## config.mk

```make
export PLATFORM = sky130hd
export DESIGN_NAME = exe_wb_arbiter
export DESIGN_NICKNAME = d
export VERILOG_FILES = /design/src/rtl/exe_pkg.sv /design/src/rtl/rr_arbiter.sv /design/src/rtl/exe_wb_arbiter.sv
export SDC_FILE = /design/constraint.sdc
export NUM_CORES = 1
export LEC_CHECK = 0
export CAP_MARGIN = 20
export CELL_PAD_IN_SITES_DETAIL_PLACEMENT = 0
export CELL_PAD_IN_SITES_GLOBAL_PLACEMENT = 1
export CORE_AREA = 2 2 246 248
export CTS_BUF_LIST = sky130_fd_sc_hd__clkbuf_16
export DETAILED_ROUTE_END_ITERATION = 8
export DIE_AREA = 0 0 248 250
export HOLD_SLACK_MARGIN = 0.15
export PLACE_DENSITY = 0.74
export SLEW_MARGIN = 5
export SYNTH_ARGS = -nofsm -noshare
export SYNTH_HDL_FRONTEND = slang
export SYNTH_SLANG_ARGS = --single-unit
```

## constraint.sdc

```tcl
create_clock -name clk_i -period 10.6 [get_ports clk_i]
set_input_delay 1.06 -clock clk_i [delete_from_list [all_inputs] [get_ports clk_i]]
set_output_delay 1.06 -clock clk_i [all_outputs]
set_load 0.1 [all_outputs]
```

## src/rtl/exe_pkg.sv

```systemverilog
// Shared types for the execution-stage writeback path: completion and WB records,
// default sizing, and the round-robin pointer step.
package exe_pkg;
  localparam int NUM_UNITS_DEF = 4;
  localparam int DATA_W_DEF    = 64;
  localparam int REG_W_DEF     = 5;
  localparam int UNIT_W_DEF    = $clog2(NUM_UNITS_DEF);

  typedef enum logic [UNIT_W_DEF-1:0] {
    UNIT_ALU = 2'd0,
    UNIT_MUL = 2'd1,
    UNIT_DIV = 2'd2,
    UNIT_MEM = 2'd3
  } unit_e;

  typedef struct packed {
    logic [REG_W_DEF-1:0]  rd;
    logic [DATA_W_DEF-1:0] data;
    logic                  xcpt;
  } cmpl_t;

  typedef struct packed {
    logic                  valid;
    unit_e                 unit;
    logic [REG_W_DEF-1:0]  rd;
    logic [DATA_W_DEF-1:0] data;
    logic                  xcpt;
  } wb_t;

  function automatic int rr_next(input int g, input int n);
    return (g + 1 == n) ? 0 : g + 1;
  endfunction
endpackage

```

## src/rtl/rr_arbiter.sv

```systemverilog
// Round-robin arbiter: one-hot grant to the first requester at or after ptr_i,
// wrapping modulo N.
module rr_arbiter #(
  parameter int N = 4,
  localparam int PW = (N > 1) ? $clog2(N) : 1
) (
  input  logic [N-1:0]  req_i,
  input  logic [PW-1:0] ptr_i,
  output logic [N-1:0]  grant_o
);
  logic [PW-1:0] idx;
  logic          found;

  always_comb begin
    grant_o = '0;
    found   = 1'b0;
    idx     = '0;
    for (int k = 0; k < N; k++) begin
      idx = PW'((int'(ptr_i) + k) % N);
      if (!found && req_i[idx]) begin
        grant_o[idx] = 1'b1;
        found        = 1'b1;
      end
    end
  end
endmodule

```

## src/rtl/exe_wb_arbiter.sv

```systemverilog
// Completion buffer and writeback arbiter: one holding register per functional
// unit, round-robin retirement into a registered WB port, forwarding and hazard.
module exe_wb_arbiter
  import exe_pkg::*;
#(
  parameter int NUM_UNITS = NUM_UNITS_DEF,
  parameter int DATA_W    = DATA_W_DEF,
  parameter int REG_W     = REG_W_DEF,
  parameter int UNIT_W    = $clog2(NUM_UNITS)
) (
  input  logic                                clk_i,
  input  logic                                rst_i,
  input  logic                                kill_i,
  input  logic [NUM_UNITS-1:0]                done_i,
  input  logic [NUM_UNITS-1:0][REG_W-1:0]     done_rd_i,
  input  logic [NUM_UNITS-1:0][DATA_W-1:0]    done_data_i,
  input  logic [NUM_UNITS-1:0]                done_xcpt_i,
  output logic [NUM_UNITS-1:0]                unit_ready_o,
  output logic                                wb_valid_o,
  output logic [UNIT_W-1:0]                   wb_unit_o,
  output logic [REG_W-1:0]                    wb_rd_o,
  output logic [DATA_W-1:0]                   wb_data_o,
  output logic                                wb_xcpt_o,
  input  logic [REG_W-1:0]                    rs1_idx_i,
  input  logic [REG_W-1:0]                    rs2_idx_i,
  input  logic [DATA_W-1:0]                   rs1_data_i,
  input  logic [DATA_W-1:0]                   rs2_data_i,
  output logic [DATA_W-1:0]                   rs1_fwd_o,
  output logic [DATA_W-1:0]                   rs2_fwd_o,
  output logic                                hazard_o,
  output logic                                busy_o
);
  typedef struct packed {
    logic [REG_W-1:0]  rd;
    logic [DATA_W-1:0] data;
    logic              xcpt;
  } rec_t;

  logic [NUM_UNITS-1:0] hold_valid_q, hold_valid_d;
  rec_t [NUM_UNITS-1:0] hold_q, hold_d;
  rec_t [NUM_UNITS-1:0] offer;
  logic [UNIT_W-1:0]    ptr_q, ptr_d;
  logic [NUM_UNITS-1:0] req, grant;
  logic [UNIT_W-1:0]    gidx;
  rec_t                 win;
  logic                 retire;

  logic                 wb_valid_q;
  logic [UNIT_W-1:0]    wb_unit_q;
  logic [REG_W-1:0]     wb_rd_q;
  logic [DATA_W-1:0]    wb_data_q;
  logic                 wb_xcpt_q;

  always_comb begin
    offer = '0;
    for (int i = 0; i < NUM_UNITS; i++)
      offer[i] = '{rd: done_rd_i[i], data: done_data_i[i], xcpt: done_xcpt_i[i]};
  end

  assign req = hold_valid_q | done_i;

  rr_arbiter #(.N(NUM_UNITS)) u_arb (
    .req_i   (req),
    .ptr_i   (ptr_q),
    .grant_o (grant)
  );

  // A kill cycle swallows every offered result, so all units see ready.
  assign unit_ready_o = kill_i ? '1 : (~hold_valid_q | grant);
  assign retire       = (|grant) & ~kill_i;

  always_comb begin
    gidx = '0;
    win  = '0;
    for (int i = 0; i < NUM_UNITS; i++) begin
      if (grant[i]) begin
        gidx = UNIT_W'(i);
        win  = hold_valid_q[i] ? hold_q[i] : offer[i];
      end
    end
  end

  // A new result lands in hold unless it bypasses straight to WB (empty hold + grant).
  always_comb begin
    hold_valid_d = hold_valid_q;
    hold_d       = hold_q;
    for (int i = 0; i < NUM_UNITS; i++) begin
      if (kill_i) begin
        hold_valid_d[i] = 1'b0;
      end else if (done_i[i] && unit_ready_o[i] && (hold_valid_q[i] || !grant[i])) begin
        hold_valid_d[i] = 1'b1;
        hold_d[i]       = offer[i];
      end else if (grant[i]) begin
        hold_valid_d[i] = 1'b0;
      end
    end
  end

  assign ptr_d = retire ? UNIT_W'(rr_next(int'(gidx), NUM_UNITS)) : ptr_q;

  always_ff @(posedge clk_i) begin
    if (rst_i) begin
      hold_valid_q <= '0;
      ptr_q        <= '0;
      wb_valid_q   <= 1'b0;
      wb_unit_q    <= '0;
      wb_rd_q      <= '0;
      wb_data_q    <= '0;
      wb_xcpt_q    <= 1'b0;
    end else begin
      hold_valid_q <= hold_valid_d;
      ptr_q        <= ptr_d;
      wb_valid_q   <= retire;
      if (retire) begin
        wb_unit_q <= gidx;
        wb_rd_q   <= win.rd;
        wb_data_q <= win.data;
        wb_xcpt_q <= win.xcpt;
      end
    end
  end

  // Payload is qualified by hold_valid_q, so it needs no reset.
  always_ff @(posedge clk_i) hold_q <= hold_d;

  assign wb_valid_o = wb_valid_q;
  assign wb_unit_o  = wb_unit_q;
  assign wb_rd_o    = wb_rd_q;
  assign wb_data_o  = wb_data_q;
  assign wb_xcpt_o  = wb_xcpt_q;

  assign rs1_fwd_o = (wb_valid_q && !wb_xcpt_q && rs1_idx_i != '0 && rs1_idx_i == wb_rd_q)
                     ? wb_data_q : rs1_data_i;
  assign rs2_fwd_o = (wb_valid_q && !wb_xcpt_q && rs2_idx_i != '0 && rs2_idx_i == wb_rd_q)
                     ? wb_data_q : rs2_data_i;

  always_comb begin
    hazard_o = 1'b0;
    for (int i = 0; i < NUM_UNITS; i++)
      if (hold_valid_q[i] && hold_q[i].rd != '0 &&
          (hold_q[i].rd == rs1_idx_i || hold_q[i].rd == rs2_idx_i))
        hazard_o = 1'b1;
  end

  assign busy_o = |hold_valid_q;
endmodule

```

# --- Word level (Yosys, flattened, before mapping) ---
# Cells that the tools add are included.
op_classes:
  addsub: 4
  magnitude_cmp: 8
  eq_ne: 11
  n_mux: 50
  n_bitwise: 8
  n_reduce_logical: 61
ops:
  columns: ["cell", "count"]
  rows:
  - ["two-way mux 70 bit", 8]
  - ["two-way mux 64 bit", 2]
  - ["equality test 5 bit", 10]
  - ["nonzero test 5 bit", 6]
  - ["logical AND 1 bit", 28]
  - ["two-way mux 1 bit", 24]
  - ["two-way mux 4 bit", 5]
  - ["OR 4 bit", 5]
  - ["less-than comparator 2 x 3 -> 1 bit (second input constant)", 4]
  - ["binary-select mux 1 bit (select 2 bit)", 4]
  - ["demux 1 bit (select 2 bit)", 4]
  - ["greater-or-equal comparator 2 x 1 -> 1 bit (second input constant)", 4]
  - ["zero test 1 bit", 8]
  - ["logical OR 1 bit", 8]
  - ["AND reduction 2 bit", 4]
  - ["nonzero test 2 bit", 4]
  - ["OR reduction 4 bit", 2]
  - ["two-way mux 2 bit", 3]
  - ["adder 2 bit (second input constant)", 2]
  - ["NOT 4 bit", 1]
  - ["adder 2 x 1 -> 3 bit (second input constant)", 1]
  - ["equality test 3 bit (second input constant)", 1]
  - ["adder 2 x 1 -> 2 bit (second input constant)", 1]
  - ["OR reduction 2 bit", 1]
  - ["other kinds (2)", 2]
totals:
  ff_bits: 359
  input_bits: 425
  out_inout_bits: 207
  elab_cells: 164

# --- Depth between registers and ports, before layout ---
# Gate-level depths: netlist (run 1).
logic_depth:
  ltp_word: 19
  ltp_mapped: 14

# --- Hierarchy ---
# A second synthesis (run 1) with hierarchy kept.
unflattened:
  hier_cells: 1497
  hier_area_um2: 19039.5
by_module_without_submodules:
  columns: ["module", "instances", "cells_each", "area_per_inst_um2"]
  rows:
  - ["exe_wb_arbiter", 1, 1461, 18701.7]
  - ["rr_arbiter", 1, 36, 337.8]

# --- Least setup slack after synthesis (run 1) ---
# OpenSTA, ideal clock, no wires.
synth_timing:
  kind: "input to register"
  start: "input port done_i[3]"
  end: "register hold_q[210] (netlist bit), enable pin"
  t_arrival_ns: 7.538
  t_required_ns: 10.002
  slack_ns: 2.463
  stages: 8
  path_buffers: 1
  path_cell_list: "nor2_1 > mux2_2 > o31a_1 > nand2_1 > and4_1 > buf_6 > xnor2_1 > nor3b_1"
synth_between:
  elab_chain_cells: 18
  elab_cells_between_ends: 32
  cone_classes: "mux (16); bitwise (5); reduce/logical (11)"
synth_rtl:
  columns: ["element", "line_no", "text"]
  rows:
  - ["start, declared", "exe_wb_arbiter.sv:14", "input logic [NUM_UNITS-1:0] done_i,"]
  - ["OR 4 bit", "exe_wb_arbiter.sv:60", "assign req = hold_valid_q | done_i;"]
  - ["binary-select mux 1 bit (select 2 bit)", "rr_arbiter.sv:20", "if (!found && req_i[idx]) begin"]
  - ["two-way mux 1 bit (not written as such)", "rr_arbiter.sv:20", null]
  - ["two-way mux 1 bit", "rr_arbiter.sv:20", null]
  - ["zero test 1 bit", "rr_arbiter.sv:20", null]
  - ["logical AND 1 bit", "rr_arbiter.sv:20", null]
  - ["two-way mux 1 bit", "rr_arbiter.sv:20", null]
  - ["zero test 1 bit", "rr_arbiter.sv:20", null]
  - ["(+2 left out)", null, null]
  - ["zero test 1 bit", "rr_arbiter.sv:20", null]
  - ["logical AND 1 bit", "rr_arbiter.sv:20", null]
  - ["two-way mux 4 bit", "rr_arbiter.sv:20", null]
  - ["OR 4 bit", "exe_wb_arbiter.sv:69", "assign unit_ready_o = kill_i ? '1 : (~hold_valid_q | grant);"]
  - ["two-way mux 4 bit", "exe_wb_arbiter.sv:69", null]
  - ["logical AND 1 bit", "exe_wb_arbiter.sv:90", "end else if (done_i[i] && unit_ready_o[i] && (hold_valid_q[i] || !grant[i])) begin"]
  - ["logical AND 1 bit *", "exe_wb_arbiter.sv:90", null]
  - ["AND reduction 2 bit (no source line) *", null, null]
  - ["end signal, assigned", "exe_wb_arbiter.sv:124", "always_ff @(posedge clk_i) hold_q <= hold_d;"]
  - ["end, declared", "exe_wb_arbiter.sv:40", "rec_t [NUM_UNITS-1:0] hold_q, hold_d;"]
# Mark *: on every way between the ends. The rest lies on a longest branch, timed or not. The select of a mux whose other input is x is not followed.
# A chain may end at the register's enable or synchronous reset.

# --- Worst setup path in the final report (run 1) ---
layout_timing:
  start: "input port rs1_idx_i[1]"
  end: "output port rs1_fwd_o[5]"
layout_between:
  elab_chain_cells: 4
  elab_cells_between_ends: 5
  cone_classes: "eq/ne (1); mux (1); reduce/logical (3)"
layout_rtl:
  columns: ["element", "line_no", "text"]
  rows:
  - ["start, declared", "exe_wb_arbiter.sv:24", "input logic [REG_W-1:0] rs1_idx_i,"]
  - ["nonzero test 5 bit", "exe_wb_arbiter.sv:132", "assign rs1_fwd_o = (wb_valid_q && !wb_xcpt_q && rs1_idx_i != '0 && rs1_idx_i == wb_rd_q)"]
  - ["logical AND 1 bit", "exe_wb_arbiter.sv:132", null]
  - ["logical AND 1 bit *", "exe_wb_arbiter.sv:132", null]
  - ["two-way mux 64 bit *", "exe_wb_arbiter.sv:133", "? wb_data_q : rs1_data_i;"]
  - ["end, declared", "exe_wb_arbiter.sv:28", "output logic [DATA_W-1:0] rs1_fwd_o,"]
# Mark *: on every way between the ends. The rest lies on a longest branch, timed or not.

==> results of run 1 <==
-- power groups by stage --
stage,clock (mW),combinational [mW],sequential (mW)
floorplan,0,1.80,2.87
global placement,0,3.69,2.15
detailed placement,0,3.71,2.16
CTS,1.44,3.72,2.13
global route,1.49,3.89,2.16
finish,1.41,3.69,2.12
-- path summary, 6_finish.rpt --
| path | from | to | cells after the start |
|---|---|---|---|
| max | rs1_idx_i[1] | rs1_fwd_o[5] | 9 |
| min | wb_xcpt_o | wb_xcpt_o | 1 |
| max reg2reg | hold_valid_q[3] | wb_data_o[30] | 11 |
| min reg2reg | wb_xcpt_o | wb_xcpt_o | 1 |
-- state kept, by name (all words and copies together) (netlist names) --
signal / flops
wb_unit_o: 2
ptr_q: 2
wb_rd_o: 5
wb_data_o: 64
wb_xcpt_o: 1
hold_valid_q: 4
hold_q: 280
wb_valid_o: 1
-- kinds of logic (layout without fill, tap and decap cells) --
kind of cell / count (synthesis) / in the layout
simple gates: 350 / 350
fa+ha+maj: 8 / 8
compound gates: 240 / 240
buf+inv: 134 / 738
mux: 410 / 410
other cells: 0 / 6
xor+xnor: 52 / 52
flops: 359 / 359
-- stage by stage --
stage | setup slack, ns | instances | cell area [um2]
floorplan | 2.46 | 1553 | 18700
detailed placement | 4.36 | 2860 | 25700
global placement | 4.44 | 2860 | 25700
finish | 4.33 | 2945 | 27100
global route | 4.20 | 2944 | 27100
CTS | 4.36 | 2939 | 27100
-- final cells by class --
class | count | area [um2] | share of cell area
sequential | 359 | 10000 | 0.370
clock buffer | 45 | 1130 | 0.0416
inverter | 5 | 26.3 | 0.000971
timing repair buffer | 654 | 6480 | 0.240
tap | 782 | 978 | 0.0362
clock inverter | 34 | 194 | 0.00717
antenna | 6 | 15.0 | 0.000555
multi-input combinational | 1060 | 8240 | 0.304
-- Yosys cell counts, types with 3 or more instances --
library cell  count
a211oi_1         63
a21oi_1          75
a221o_1           4
a311oi_1          3
a32o_1            5
and4_1            3
buf_1            11
buf_2            14
buf_4            11
buf_6             3
clkbuf_1         90
dfxtp_1          79
edfxtp_1        280
ha_1              8
inv_1             5
mux2_2          201
mux2i_1         208
nand2_1          81
nand3_1          16
nand3b_1          5
nand4_1           3
nor2_1          136
nor2b_1           3
nor3_1           76
nor4_1            6
o211a_1           3
o21ai_0           3
o221ai_1          9
o31ai_1          64
or4_1             5
xnor2_1          30
xor2_1           22
-- routing by layer --
metal	global-route usage	share of wire
met1	0.266	0.39
met2	0.408	0.51
met3	0.0622	0.080
met4	0.0599	0.022
met5	0	0.0012
-- worst register-to-register path, delay by kind of cell, from the launching register on --
kind / cells / cell delay (ns)
DFF: 1 / 0.82
buffers and inverters: 3 / 1.98
AOI/OAI and AO/OA: 4 / 2.05
and+or+nand+nor: 4 / 1.07
==> flow_summary.yaml, run 1 <==
logic_synthesis:
  synth_warnings: 0
  dominant_combinational_cell_family_by_area_after_synthesis: "multiplexers"
  synth.net_count: 1986
  ys.flop_type: "edfxtp_1"
  synth-simple-area-share: 0.0841
  yosysTopAreaCellShare: 0.449
  synthTopCellsByArea: "edfxtp_1, mux2_2, mux2i_1, dfxtp_1, nor2_1"
  synthXorXnorAreaFrac: 0.0243
  largest_area_contributor_in_the_netlist: "edfxtp_1"
  synthesis.instances: 1553
  synth-adder-area-share: 0.00534
  synthDistinctLibCells: 52
  compound_cell_area_share_of_the_yosys_netlist: 0.0890
  asyncSetResetFlopFracSynth: 0
  muxShareOfSynthArea: 0.233
  number_of_synthesized_flops_with_an_enable_pin: 280
  cell_area_synth_um2: 18700
  yosys_register_bits: 359
  yosysSeqAreaShare: 0.533
  post_synth.cell_area_avg_um2: 12.1
worst_setup_path:
  endpoint_kind: "primary output"
  reg2reg_setup_slack_ns: 4.58
  cp.arrival_ns: 5.21
  critical_path_peak_fanout: 33
  path_delay_family: "buffers and inverters"
  required_ns: 9.54
  worst_path_largest_cell_delay_ns: 1.14
  timing.critical_path.slowest_stage_cell: "clkdlybuf4s50_1"
  crit_buf_inv: 3
  startpoint_type: "primary input"
  cp_cell_sequence: "clkdlybuf4s50_1 > nor4_1 > nor3_1 > a21oi_1 > nor4_1 > nand3_4 > buf_4 > mux2_2 > clkdlybuf4s50_1"
  path_class: "in2out"
timing:
  max_slew.worst_pin.slew_ns: 1.14
  min_clock_period_post_route_ns: 6.27
  timing.hold.ws_ns: 0.492
  finalSetupTns_ns: 0
  finalMaxSlewViolations: 0
  fin_skew_ns: 0.0157
  rsz0062_at_grt: "false"
  layout_worst_path_cycle_share: 0.591
  max-slew-margin-rel: 0.239
  finalHoldViolations: 0
  f_max_mhz: 160
  endpoints_failing_setup: 0
floorplan:
  core_um2: 59600
  fp.dieH_um: 250
  floorplan.io_pins: 632
  die_w_um: 248
  floorplan.die_area_um2: 62000
  rows: 90
  initial_utilization: 0.315
power:
  clkPwrFrac: 0.195
  power_mw: 7.22
  power.switching_fraction: 0.485
  vdd_ir_drop_max_mv: 0.292
  p_per_area_nw_per_um2: 267
  intPower_mw: 3.72
  power.combinational.fraction: 0.511
  p_leak_nw: 8.97
  net-switching-power_mw: 3.50
  power.sequential.fraction: 0.294
clock_network:
  tritoncts.num_buffers: 43
  clock_slew_at_the_register_clock_pins_of_the_worst_setup_and_hold_paths_ns: 0.06
  root_buffer: "clkbuf_16"
  worstSkewPairLatency_ns: 0.57
  cts_sinks: 359
  postCtsResizedCells: 0
  cts.path.max_buffers: 3
  hold_buffers: 0
  tritoncts: "done"
  h-tree-depth: 2
  cts_post_setup_buffers_inserted: 0
drt:
  avgRoutedWirePerCell_um: 24.9
  drtPass1Iterations: 5
  drtAntennaViolNets: 0
  drcViolationCount: 0
  initialDrtViolationCount: 867
  routed-via-count: 15592
  drt_wl_total_um: 73300
  vias_per_cell: 5.29
place:
  place_hpwl_um: 50500
  gp_congestion: 0.823
  io_buffer_count: 631
global_route:
  antenna_found_initial: 14
  grt_pass1_wl_um: 105000
  globalRoute.totalOverflow: 0
  grt_pass1_vias: 15852
  global_route_total_usage_across_every_layer: 0.228
  grt_start_max_net_pins: 80
finish:
  area_delta_synth_final_pct: 44.4
  post_route_cells_drive_above_1_share: 0.139
  most_used_cells_in_the_layout_excluding_fill_and_tap_cells: "clkdlybuf4s50_1, edfxtp_1, mux2i_1"
  filler_cell_count: 5464
  utilization: 0.454
  fin_nets: 2556
  layout_commonest_cell: "clkdlybuf4s50_1"
job:
  max-cap-violations: 0
min_path:
  worstHoldPathType: "reg2reg"
status:
  status: "finished, final reports clean"
Note: power is estimated with default switching activity, not from simulation.
==> run 2, diff against run 1 <==
- CORE_AREA: 2 2 246 248 -> not set
- CORE_ASPECT_RATIO: not set -> 0.8
- CORE_UTILIZATION: not set -> 32
- DIE_AREA: 0 0 248 250 -> not set
- PLACE_DENSITY: 0.74 -> 0.78
- clock period: 10.6 -> 5 ns (I/O delays scaled with it)
==> flow_summary.yaml, run 2 (synthesized netlist as in run 1, its figures left out) <==
status:
  status: "finished, final reports clean"
global_route:
  global_route_total_usage_across_every_layer: 0.240
  antenna_found_initial: 20
  grt_pass1_wl_um: 105000
  grt_pass1_vias: 15836
  globalRoute.totalOverflow: 0
  grt_start_max_net_pins: 78
clock_network:
  clock_slew_at_the_register_clock_pins_of_the_worst_setup_and_hold_paths_ns: 0.06
  hold_buffers: 0
  cts.path.max_buffers: 3
  tritoncts: "done"
  tritoncts.num_buffers: 42
  postCtsResizedCells: 0
  cts_sinks: 359
  root_buffer: "clkbuf_16"
  h-tree-depth: 2
  worstSkewPairLatency_ns: 0.56
  cts_post_setup_buffers_inserted: 0
finish:
  finalInstanceArea_um2: 26700
  largest_register_ff_count: 280
  post_route_cells_drive_above_1_share: 0.203
  fin_nets: 2558
  area_delta_synth_final_pct: 42.6
  layout_commonest_cell: "clkdlybuf4s50_1"
  largest-register: "hold_q"
  most_used_cells_in_the_layout_excluding_fill_and_tap_cells: "clkdlybuf4s50_1, edfxtp_1, mux2i_1"
worst_setup_path:
  cp.arrival_ns: 4.12
  startpoint_type: "flop"
  required_ns: 4.50
  endpoint_kind: "primary output"
  worst_path_most_repeated_cell: "buf_4"
  timing.critical_path.slowest_stage_cell: "dfxtp_1"
  critical_path_peak_fanout: 59
  worst_path_largest_cell_delay_ns: 0.69
  path_class: "reg2out"
  cp_cell_sequence: "inv_1 > ha_1 > o21a_1 > mux2i_1 > nor3_1 > a221o_1 > nor2_4 > buf_4 > nand3b_1 > buf_4"
timing:
  layout_worst_path_cycle_share: 0.923
  finalMaxSlewViolations: 0
  rsz0062_at_grt: "false"
  endpoints_failing_setup: 0
  f_max_mhz: 217
  finalSetupTns_ns: 0
  min_clock_period_post_route_ns: 4.62
  fin_skew_ns: 0.0260
  finalHoldViolations: 0
  max_slew.worst_pin.slew_ns: 1.14
  max-slew-margin-rel: 0.236
power:
  p_per_area_nw_per_um2: 568
  clkPwrFrac: 0.188
  power.sequential.fraction: 0.301
  net-switching-power_mw: 7.41
  power.combinational.fraction: 0.511
  power.switching_fraction: 0.488
  p_leak_nw: 9.12
  vdd_ir_drop_max_mv: 0.596
  intPower_mw: 7.78
job:
  max-cap-violations: 0
drt:
  drcViolationCount: 0
  drt_wl_total_um: 73800
  vias_per_cell: 5.30
  initialDrtViolationCount: 1011
  routed-via-count: 15490
  drtAntennaViolNets: 0
  drtPass1Iterations: 5
  avgRoutedWirePerCell_um: 25.2
place:
  place_hpwl_um: 52700
  gp_congestion: 0.889
  placed_area_um2: 25500
  io_buffer_count: 631
floorplan:
  die_w_um: 273
  core_um2: 57300
  fp.dieH_um: 218
  initial_utilization: 0.327
  floorplan.io_pins: 632
  rows: 78
  floorplan.die_area_um2: 59500
min_path:
  worstHoldPathType: "in2reg"
run 2: cell count changes in the layout (fill, tap and decap cells not counted), moves of 2 or more:
cell | before | now
buf_12 | 0 | 4
clkinv_1 | 13 | 5
clkdlybuf4s50_1 | 629 | 495
clkinv_2 | 4 | 7
buf_4 | 25 | 157
clkbuf_16 | 45 | 43
inv_1 | 15 | 20
run 2: area by class of cell:
class / instances / area (um2)
timing repair buffer: 657 / 6240
multi-input combinational: 1060 / 8240
fill: 5188 / 30600
antenna: 5 / 12.5
clock inverter: 34 / 175
sequential: 359 / 10000
clock buffer: 43 / 1080
inverter: 5 / 26.3
tap: 760 / 951
run 2: worst paths after layout:
| kind | startpoint | endpoint | slack, ns | cells past startpoint |
|---|---|---|---|---|
| hold reg to reg | wb_unit_o[0] | wb_unit_o[0] | 0.55 | 2 |
| setup / recovery | ptr_q[0] | unit_ready_o[1] | 0.38 | 10 |
| hold / removal | done_data_i[203] | hold_q[222] | 0.53 | 1 |
| setup reg to reg | ptr_q[0] | wb_data_o[31] | 0.70 | 11 |
run 2: power by group through the flow:
stage	sequential [mW]	combinational [mW]	clock, mW
after global routing	4.63	8.22	3.03
after CTS	4.58	7.84	2.93
after detailed placement	4.64	7.83	0
final	4.57	7.76	2.86
after floorplan	6.07	3.83	0
after global placement	4.62	7.75	0
run 2: metrics by stage:
step                      std cells   util  setup slack, ns  hold slack [ns]  power [mW]
after global placement         2840  0.444            0.756            0.533        12.4
final                          2923  0.467            0.384            0.527        15.2
after CTS                      2918  0.466            0.325            0.484        15.4
after global routing           2919  0.466            0.158            0.507        15.9
after detailed placement       2841  0.445            0.697            0.545        12.5
after floorplan                1553      -            0.553            0.571        9.90
run 2: critical path, delay by kind of cell (launching register included):
kind / cells / cell delay (ns)
buffers and inverters: 3 / 1.19
flip-flops: 1 / 0.69
AO/OA/AOI/OAI: 2 / 0.58
AND/OR/NAND/NOR: 3 / 0.45
adder cells (fa/ha/maj): 1 / 0.42
multiplexers: 1 / 0.21
run 2: per-layer routing:
metal,wire length (um),part of all wire,vias to the layer above,track usage
li1,-,-,7045,-
met2,36400,0.49,677,0.418
met1,29000,0.39,7602,0.285
met3,5690,0.077,136,0.0626
met5,198,0.0027,-,0
met4,2460,0.033,30,0.0828
